File: src/rtl/ats_eligibility_scheduler.sv
// rtl/ats_eligibility_scheduler.sv - ATS token-bucket eligibility scheduler for one shaped stream
// Accepts arrival time + length, computes eligibility, waits for local time, then emits pass/drop.
module ats_eligibility_scheduler #(
  parameter int TIMESTAMP_WIDTH    = 72,
  parameter int FRAME_LENGTH_WIDTH = 16,
  parameter int RATE_WIDTH         = 16
) (
  input  logic                          clk,
  input  logic                          rst,
  input  logic [TIMESTAMP_WIDTH-1:0]    s_axis_timestamp_tdata,
  input  logic                          s_axis_timestamp_tvalid,
  output logic                          s_axis_timestamp_tready,
  input  logic [FRAME_LENGTH_WIDTH-1:0] s_axis_frame_length_tdata,
  input  logic                          s_axis_frame_length_tvalid,
  output logic                          s_axis_frame_length_tready,
  input  logic [TIMESTAMP_WIDTH-1:0]    current_time,
  input  logic [RATE_WIDTH-1:0]         cfg_ticks_per_byte,
  input  logic [FRAME_LENGTH_WIDTH-1:0] cfg_burst_bytes,
  input  logic [TIMESTAMP_WIDTH-1:0]    cfg_max_residence,
  output logic                          m_axis_decision_tdata,
  output logic                          m_axis_decision_tvalid,
  input  logic                          m_axis_decision_tready,
  output logic [31:0]                   drop_count
);

  localparam int TS = TIMESTAMP_WIDTH;
  localparam int PW = FRAME_LENGTH_WIDTH + RATE_WIDTH;

  typedef enum logic [2:0] {
    S_IDLE,
    S_LOAD,
    S_CALC,
    S_WAIT,
    S_OUT
  } state_t;

  state_t r_state;
  state_t w_next;

  logic                          r_in_ready;
  logic                          r_dec_valid;
  logic                          r_pass;
  logic [31:0]                   r_drop_count;
  logic [TS-1:0]                 r_arr;
  logic [FRAME_LENGTH_WIDTH-1:0] r_len;
  logic [TS-1:0]                 r_len_rec;
  logic [TS-1:0]                 r_e2f;
  logic [TS-1:0]                 r_max_res;
  logic [TS-1:0]                 r_elig;
  logic [TS-1:0]                 r_bucket_empty_time;
  logic [TS-1:0]                 r_group_elig;

  logic          w_accept;
  logic [PW-1:0] w_len_prod;
  logic [PW-1:0] w_e2f_prod;
  logic [TS-1:0] w_sched;
  logic [TS-1:0] w_full;
  logic [TS-1:0] w_elig_ag;
  logic [TS-1:0] w_elig;
  logic [TS-1:0] w_limit;
  logic [TS-1:0] w_new_bucket;
  logic          w_pass;

  assign s_axis_timestamp_tready    = r_in_ready;
  assign s_axis_frame_length_tready = r_in_ready;
  assign m_axis_decision_tvalid     = r_dec_valid;
  assign m_axis_decision_tdata      = r_pass;
  assign drop_count                 = r_drop_count;

  // Both streams must present together; a lone tvalid is left unconsumed.
  assign w_accept = (r_state == S_IDLE) && r_in_ready &&
                    s_axis_timestamp_tvalid && s_axis_frame_length_tvalid;

  assign w_len_prod = PW'(r_len) * PW'(cfg_ticks_per_byte);
  assign w_e2f_prod = PW'(cfg_burst_bytes) * PW'(cfg_ticks_per_byte);

  assign w_sched   = r_bucket_empty_time + r_len_rec;
  assign w_full    = r_bucket_empty_time + r_e2f;
  assign w_elig_ag = (r_arr > r_group_elig) ? r_arr : r_group_elig;
  assign w_elig    = (w_elig_ag > w_sched) ? w_elig_ag : w_sched;
  assign w_limit   = r_arr + r_max_res;
  assign w_pass    = (w_elig <= w_limit);
  // Idle time beyond the full-bucket point is credit that cannot be banked.
  assign w_new_bucket = (w_elig < w_full) ? w_sched : (w_sched + (w_elig - w_full));

  always_ff @(posedge clk) begin
    if (rst) begin
      r_state <= S_IDLE;
    end else begin
      r_state <= w_next;
    end
  end

  always_comb begin
    w_next = r_state;
    case (r_state)
      S_IDLE: if (w_accept) w_next = S_LOAD;
      S_LOAD: w_next = S_CALC;
      S_CALC: w_next = S_WAIT;
      S_WAIT: if (!r_pass || (current_time >= r_elig)) w_next = S_OUT;
      S_OUT:  if (m_axis_decision_tready) w_next = S_IDLE;
      default: w_next = S_IDLE;
    endcase
  end

  always_ff @(posedge clk) begin
    if (rst) begin
      r_in_ready          <= 1'b0;
      r_dec_valid         <= 1'b0;
      r_pass              <= 1'b0;
      r_drop_count        <= '0;
      r_arr               <= '0;
      r_len               <= '0;
      r_len_rec           <= '0;
      r_e2f               <= '0;
      r_max_res           <= '0;
      r_elig              <= '0;
      r_bucket_empty_time <= '0;
      r_group_elig        <= '0;
    end else begin
      r_in_ready  <= (w_next == S_IDLE);
      r_dec_valid <= (w_next == S_OUT);

      if (w_accept) begin
        r_arr <= s_axis_timestamp_tdata;
        r_len <= s_axis_frame_length_tdata;
      end

      if (r_state == S_LOAD) begin
        r_len_rec <= TS'(w_len_prod);
        r_e2f     <= TS'(w_e2f_prod);
        r_max_res <= cfg_max_residence;
      end

      if (r_state == S_CALC) begin
        r_pass <= w_pass;
        r_elig <= w_elig;
        if (w_pass) begin
          r_group_elig        <= w_elig;
          r_bucket_empty_time <= w_new_bucket;
        end else if (r_drop_count != 32'hFFFF_FFFF) begin
          r_drop_count <= r_drop_count + 32'd1;
        end
      end
    end
  end

endmodule

File: config.mk
export PLATFORM = sky130hd
export DESIGN_NAME = ats_eligibility_scheduler
export DESIGN_NICKNAME = d
export VERILOG_FILES = /design/src/rtl/ats_eligibility_scheduler.sv
export SDC_FILE = /design/constraint.sdc
export NUM_CORES = 2
export LEC_CHECK = 0
export BUFFER_PORTS_ARGS = -buffer_cell sky130_fd_sc_hd__buf_2
export CAP_MARGIN = 20
export CORE_ASPECT_RATIO = 1.2
export CORE_MARGIN = 5
export CORE_UTILIZATION = 59
export CTS_BUF_LIST = sky130_fd_sc_hd__clkbuf_2 sky130_fd_sc_hd__clkbuf_4 sky130_fd_sc_hd__clkbuf_8
export DETAILED_ROUTE_END_ITERATION = 7
export PLACE_DENSITY = 0.8
export SLEW_MARGIN = 20
export SYNTH_ARGS = -nofsm -noshare
export SYNTH_HDL_FRONTEND = slang
export SYNTH_SLANG_ARGS = --single-unit
File: constraint.sdc
create_clock -name clk -period 8.98 [get_ports clk]
set_input_delay 0.898 -clock clk [delete_from_list [all_inputs] [get_ports clk]]
set_output_delay 0.898 -clock clk [all_outputs]
set_load 0.01 [all_outputs]
Word-level counts from Yosys, hierarchy flattened. Cells that the tools add are included.

$add $sub $neg: 6. Multipliers: 2. $lt $le $gt $ge: 5. Equality and inequality tests: 6. Muxes and demuxes: 7. Bitwise operators: 1. Reductions and logical operators: 9.

Operators with widths (number): $mux 72 (3); $add 72x32->72 (2); $add 72x72->72 (2); $gt 72x72->1 (2); $ge 72x72->1 (1); $le 72x72->1 (1); $lt 72x72->1 (1); $sub 72x72->72 (1); $mul 16x16->32 (2); $add 32x1->32 const B (1); $ne 32x32->1 const B (1); $pmux 3 s5 (1); $mux 3 (3); $eq 3x2->1 const B (2); $eq 3x3->1 const B (2); $logic_not 3->1 (2); $eq 3x1->1 const B (1); $logic_and 1x1->1 (3); $reduce_and 3->1 (1); $reduce_and 2->1 (1); $logic_not 1->1 (1); $logic_or 1x1->1 (1); $not 1->1 (1).

Register bits: 478.

Depth between registers and ports, before layout.
Depth after elaboration: 7. Depth in mapped cells: 44.

Worst setup path after synthesis. No wires, ideal clock.

Path kind: flip-flop to flip-flop. Start: register r_group_elig[70]. End: register r_bucket_empty_time[71]. Setup time: 76 ps. Data arrival time: 8601 ps. Data required time: 8904 ps. Setup slack: 302 ps. Stages on the path, launching flop included: 41. Path through: dfxtp_1 > inv_1 > ha_1 > nand4_1 > nor4_1 > nand3_1 > nor4_1 > a221oi_1 > and3_1 > o21ai_1 > buf_2 > buf_2 > mux2i_1 > inv_1 > ha_1 > a2111oi_0 > o21ai_0 > o221ai_1 > (+5 left out) > buf_1 > mux2i_1 > inv_1 > fa_1 > inv_1 > ha_1 > clkbuf_1 > nand4_1 > or4_1 > or3_1 > a21oi_1 > a211o_1 > a211oi_2 > o211ai_1 > a21oi_1 > o21bai_1 > xnor3_1 > o22ai_2.

Longest elaborated chain between the ends: 7. Elaborated cells between the ends (all ways): 10. Classes of those cells: add/sub: 2; order compare: 4; mux: 3; reduce/logical: 1.

RTL lines: start: declaration (line 51) `logic [TS-1:0] r_group_elig;`; start signal: assignment (line 139) `r_group_elig <= w_elig;`; $gt 72x72->1 (line 79) `assign w_elig_ag = (r_arr > r_group_elig) ? r_arr : r_group_elig;`; $mux 72 (*) (line 79); $gt 72x72->1 (line 80) `assign w_elig = (w_elig_ag > w_sched) ? w_elig_ag : w_sched;`; $mux 72 (*) (line 80); via w_elig[39] (line 59) `logic [TS-1:0] w_elig;`; $sub 72x72->72 (line 84) `assign w_new_bucket = (w_elig < w_full) ? w_sched : (w_sched + (w_elig - w_full));`; $add 72x72->72 (line 84); $mux 72 (line 84); end signal: assignment (line 140) `r_bucket_empty_time <= w_new_bucket;`; end: declaration (line 50) `logic [TS-1:0] r_bucket_empty_time;`.

Mark *: on every way through the listed nets, which the timed path passes. The rest lies on a longest branch. A chain may end at the register's enable or synchronous reset.

Worst setup path after layout.
Start: register r_group_elig[37]. End: register r_bucket_empty_time[71].

Longest elaborated chain between the ends: 7. Elaborated cells between the ends (all ways): 10. Classes of those cells: add/sub: 2; order compare: 4; mux: 3; reduce/logical: 1.

RTL lines (line): $gt 72x72->1 (79); $mux 72 (*) (79); $gt 72x72->1 (80); $mux 72 (*) (80); $sub 72x72->72 (84); $add 72x72->72 (84); $mux 72 (84).

Mark *: on every way between the ends. The rest lies on a longest branch, timed or not.

==> results by stage <==
Outcome:
- The flow ran to the end, but the final reports show violations.
- The final reports fail on negative setup slack.

Clock network:
- The clock passes through at most 3 buffers.
- The cell sitting at the root of the clock tree is a sky130_fd_sc_hd__clkbuf_8.
- After clock tree synthesis, the clock-pin slew on the worst setup and hold paths is 60 ps.
- TritonCTS built the clock tree.
- The H-tree depth reported by CTS is 3.
- CTS saw 478 sinks.
- The number of CTS-inserted buffers is 86.
- For the worst-skew pair, the clock arrives at the later sink with an insertion delay of 780 ps.

Synth:
- The post-synthesis instance area is 58930 um2.
- Synthesis handed over a netlist of 7506 instances.
- The number of enable-type register cells in the synthesized netlist is 0.
- After synthesis, the share of flip-flops with an asynchronous set or reset is 0%.
- The number of warning messages in the yosys log is 0.
- The largest total area in the synthesized netlist belongs to sky130_fd_sc_hd__ha_1.
- The most frequently used cell type in the post-synthesis netlist is sky130_fd_sc_hd__nand2_1.
- In the post-synthesis netlist, the biggest area contributors are sky130_fd_sc_hd__ha_1 16%, sky130_fd_sc_hd__dfxtp_1 16%, sky130_fd_sc_hd__fa_1 16%.
- The mean area per synthesized cell is 7.851 um2.
- Synthesis produced a netlist with a net count of 9012.
- The share of synthesized area in the top cell type comes to 16.46%.
- For this run, the leading register cell type out of synthesis is sky130_fd_sc_hd__dfxtp_1.
- By count the netlist is led by 1113 x sky130_fd_sc_hd__nand2_1, 931 x sky130_fd_sc_hd__inv_1, 775 x sky130_fd_sc_hd__ha_1.
- Counting flops and latches in the post-synthesis netlist gives around 480.
- Summing the sequential cell areas from Yosys gives ~16% of the chip area.
- Synthesis instantiated 90 different standard cells from the library.

Setup path:
- The required time at the endpoint of the critical path is 9580 ps.
- The slowest stage of the critical path is the sky130_fd_sc_hd__fa_1 cell.
- The top fanout value on the critical path is 7.
- The sort of element at the end of the critical path is a flop.
- The dominant cell type by count on the critical path is sky130_fd_sc_hd__buf_4.
- The data arrival time of the critical path is a little under 10000 ps.
- The depth of the worst register-to-register path is 47.
- Setup slack on the worst reg-to-reg path comes out at -270 ps.
- For this run, the slowest stage of the critical path takes 530 ps.
- STA classifies the critical path startpoint as a flop.
- In this run the critical register-to-register path is captured at r_bucket_empty_time[71].
- The start of the worst register-to-register path is r_group_elig[37].
- The setup path with the least slack is of type reg2reg.

Timing:
- Dividing the final minimum period by the clock period gives 103.0%.
- The hold slack is 365.8 ps.
- The count of pins over their slew limit is 0.
- The normalized max-slew margin is 14.69%.
- Setup violations remaining at the end of the flow were counted as 82.
- Based on the critical path, the design can be clocked at up to 108.2 MHz.
- Setup repair after global routing could not meet its margin everywhere.
- The aggregate negative setup slack is -8903 ps.
- The transition time at the pin with the least slew margin is 1268 ps.
- The final hold violation count is 0.
- The routed design could run at a clock period as short as 9246 ps.
- The final worst-path setup slack is -266.2 ps.
- The maximum clock skew at final layout is 43.74 ps.

Worst hold path:
- The worst hold endpoint is r_max_res[41].
- The class of the most critical hold timing path is in2reg.
- The worst hold path passes through 3 cells.
- In this run the most critical hold path is launched from cfg_max_residence[41].

Floorplanning:
- The placement row count is 127.
- The die boundary height is roughly 360 um.
- The starting density of the core is 59.15%.
- The I/O pin count is ~310.
- The die is 298.5 um wide.
- In this run the standard cell core region covers 99630 um2.
- The die covers 106300 um2.

Global route:
- The first global-routing pass estimated 321.3 mm of wire.
- Entering global routing, the biggest net connects 184 pins.
- The number of global-route vias before repair is 60130.
- The global-route total usage across every layer is 37.63%.
- The initial antenna violation count is 8.
- The total overflow left after global routing is 0.

Place:
- The area after detailed placement is slightly below 70000 um2.
- The half-perimeter wire length of the detailed placement result is 162.7 mm.
- The congestion estimate from routability-driven global placement came to 1.051.
- In this run the tool buffered the top-level ports with 304 buffer cells.

Drt:
- The total DRC errors in the routed layout is 0.
- In the routed layout, each cell is associated on average with a via count of 5.974.
- After detailed routing, the average wire length per cell comes to ~21 um.
- The total length of routed wires is 211.7 mm.
- The number of nets with antenna violations after routing is 0.
- The number of optimization iterations in the first detailed-route pass is 5.
- The number of design-rule violations left by the first detailed-router iteration is 4762.
- Across all layers, the routed design uses 59426 vias.

Layout:
- The share of final-layout standard cells stronger than drive strength 1 is 22.54%.
- The final layout contains 10089 nets.
- The area added between synthesis and finish is 25.64%.
- The post-layout instance area is 74040 um2.

Run:
- The reported max-cap violation count is 0.
==> area by class of cell <==
class / instances / area (um2)
clock inverters: 36 / 325.3
multi-input cells: 5746 / 47220
fillers: 7366 / 25590
flip-flops and latches: 478 / 9582
diodes: 3 / 7.507
clock buffers: 123 / 1580
well taps: 1290 / 1614
inverters: 932 / 3498
repair buffers: 1339 / 10220
==> per-stage QoR <==
| stage | util [%] | worst slack (ps) | instances |
|---|---|---|---|
| floorplan | - | 302.1 | 7506 |
| global placement | 68.37 | -760.7 | 9691 |
| detailed placement | 68.37 | -1249 | 9691 |
| CTS | 71.89 | 1.554 | 9885 |
| global route | 74.31 | -547.3 | 9947 |
| finish | 74.31 | -266.2 | 9947 |
==> placed cells by master (no fill, tap or decap), types with 33 or more instances in the layout <==
master / count
sky130_fd_sc_hd__a211oi_1: 83
sky130_fd_sc_hd__a21o_1: 285
sky130_fd_sc_hd__a21oi_1: 628
sky130_fd_sc_hd__a21oi_2: 52
sky130_fd_sc_hd__and2_1: 188
sky130_fd_sc_hd__and3_1: 42
sky130_fd_sc_hd__buf_12: 36
sky130_fd_sc_hd__buf_2: 303
sky130_fd_sc_hd__buf_4: 950
sky130_fd_sc_hd__clkbuf_8: 105
sky130_fd_sc_hd__dfxtp_1: 468
sky130_fd_sc_hd__fa_1: 461
sky130_fd_sc_hd__ha_1: 710
sky130_fd_sc_hd__ha_4: 61
sky130_fd_sc_hd__inv_1: 888
sky130_fd_sc_hd__inv_2: 43
sky130_fd_sc_hd__mux2i_1: 65
sky130_fd_sc_hd__mux2i_4: 40
sky130_fd_sc_hd__nand2_1: 1100
sky130_fd_sc_hd__nand2b_1: 56
sky130_fd_sc_hd__nand3_1: 82
sky130_fd_sc_hd__nand4_1: 125
sky130_fd_sc_hd__nor2_1: 427
sky130_fd_sc_hd__nor2b_1: 56
sky130_fd_sc_hd__nor3_1: 90
sky130_fd_sc_hd__o211ai_1: 37
sky130_fd_sc_hd__o21a_1: 44
sky130_fd_sc_hd__o21ai_0: 190
sky130_fd_sc_hd__o21bai_1: 51
sky130_fd_sc_hd__o31ai_1: 33
sky130_fd_sc_hd__xnor2_1: 195
sky130_fd_sc_hd__xor2_1: 153
==> sequential cells by signal, indices dropped and copies added (netlist names) <==
register                    cells
drop_count                     32
m_axis_decision_tdata           1
m_axis_decision_tvalid          1
r_arr                          72
r_bucket_empty_time            72
r_e2f                          32
r_elig                         72
r_group_elig                   72
r_len                          16
r_len_rec                      32
r_max_res                      72
r_state                         3
s_axis_frame_length_tready      1
==> repair_timing <==
item / 4_1_cts / 5_1_grt
setup buffers: 27 / 60
endpoints found under the setup margin: 177 / 177
gates cloned: 9 / 8
pin swaps: 74 / 171
gates resized for setup: 234 / 366
hold buffers: 0 / 0
==> worst max-delay path, delay by kind of cell (launching register included) <==
family	cells	cell delay, ps
flops	1	390
mux	1	250
compound gates	21	3670
simple gates	6	1130
fa+ha+maj	4	1330
xor+xnor	1	210
buf+inv	14	2060
==> cell families after synthesis <==
| group | after synthesis | share of synthesized area, % |
|---|---|---|
| simple gates | 2367 | 18.36 |
| xor+xnor | 354 | 5.310 |
| mux | 134 | 2.329 |
| fa+ha+maj | 1237 | 32.15 |
| compound gates | 1654 | 17.37 |
| flops | 478 | 16.24 |
| buf+inv | 1282 | 8.242 |
==> layer usage <==
layer	wire (um)	vias to the layer above	GRT usage, %
met2	100500	2941	64.68
met3	17040	805	5.964
met4	15620	8	22.59
met1	78520	28345	44.51
li1	-	27327	-
met5	49	-	0
==> how the worst max path moves through the flow <==
stage	start	endpoint	slack [ps]	depth (start not counted)
after detailed placement	r_group_elig[70]	r_bucket_empty_time[35]	-1250	38
final	r_group_elig[37]	r_bucket_empty_time[71]	-270	47
after global placement	r_group_elig[70]	r_bucket_empty_time[35]	-760	39
after global routing	r_group_elig[61]	r_bucket_empty_time[36]	-550	49
after floorplan	r_group_elig[70]	r_bucket_empty_time[71]	300	40
after CTS	r_group_elig[69]	r_bucket_empty_time[71]	2	49
Power is not shown: default switching activity piles up to over one toggle a cycle in this logic, so the estimate is an artifact.
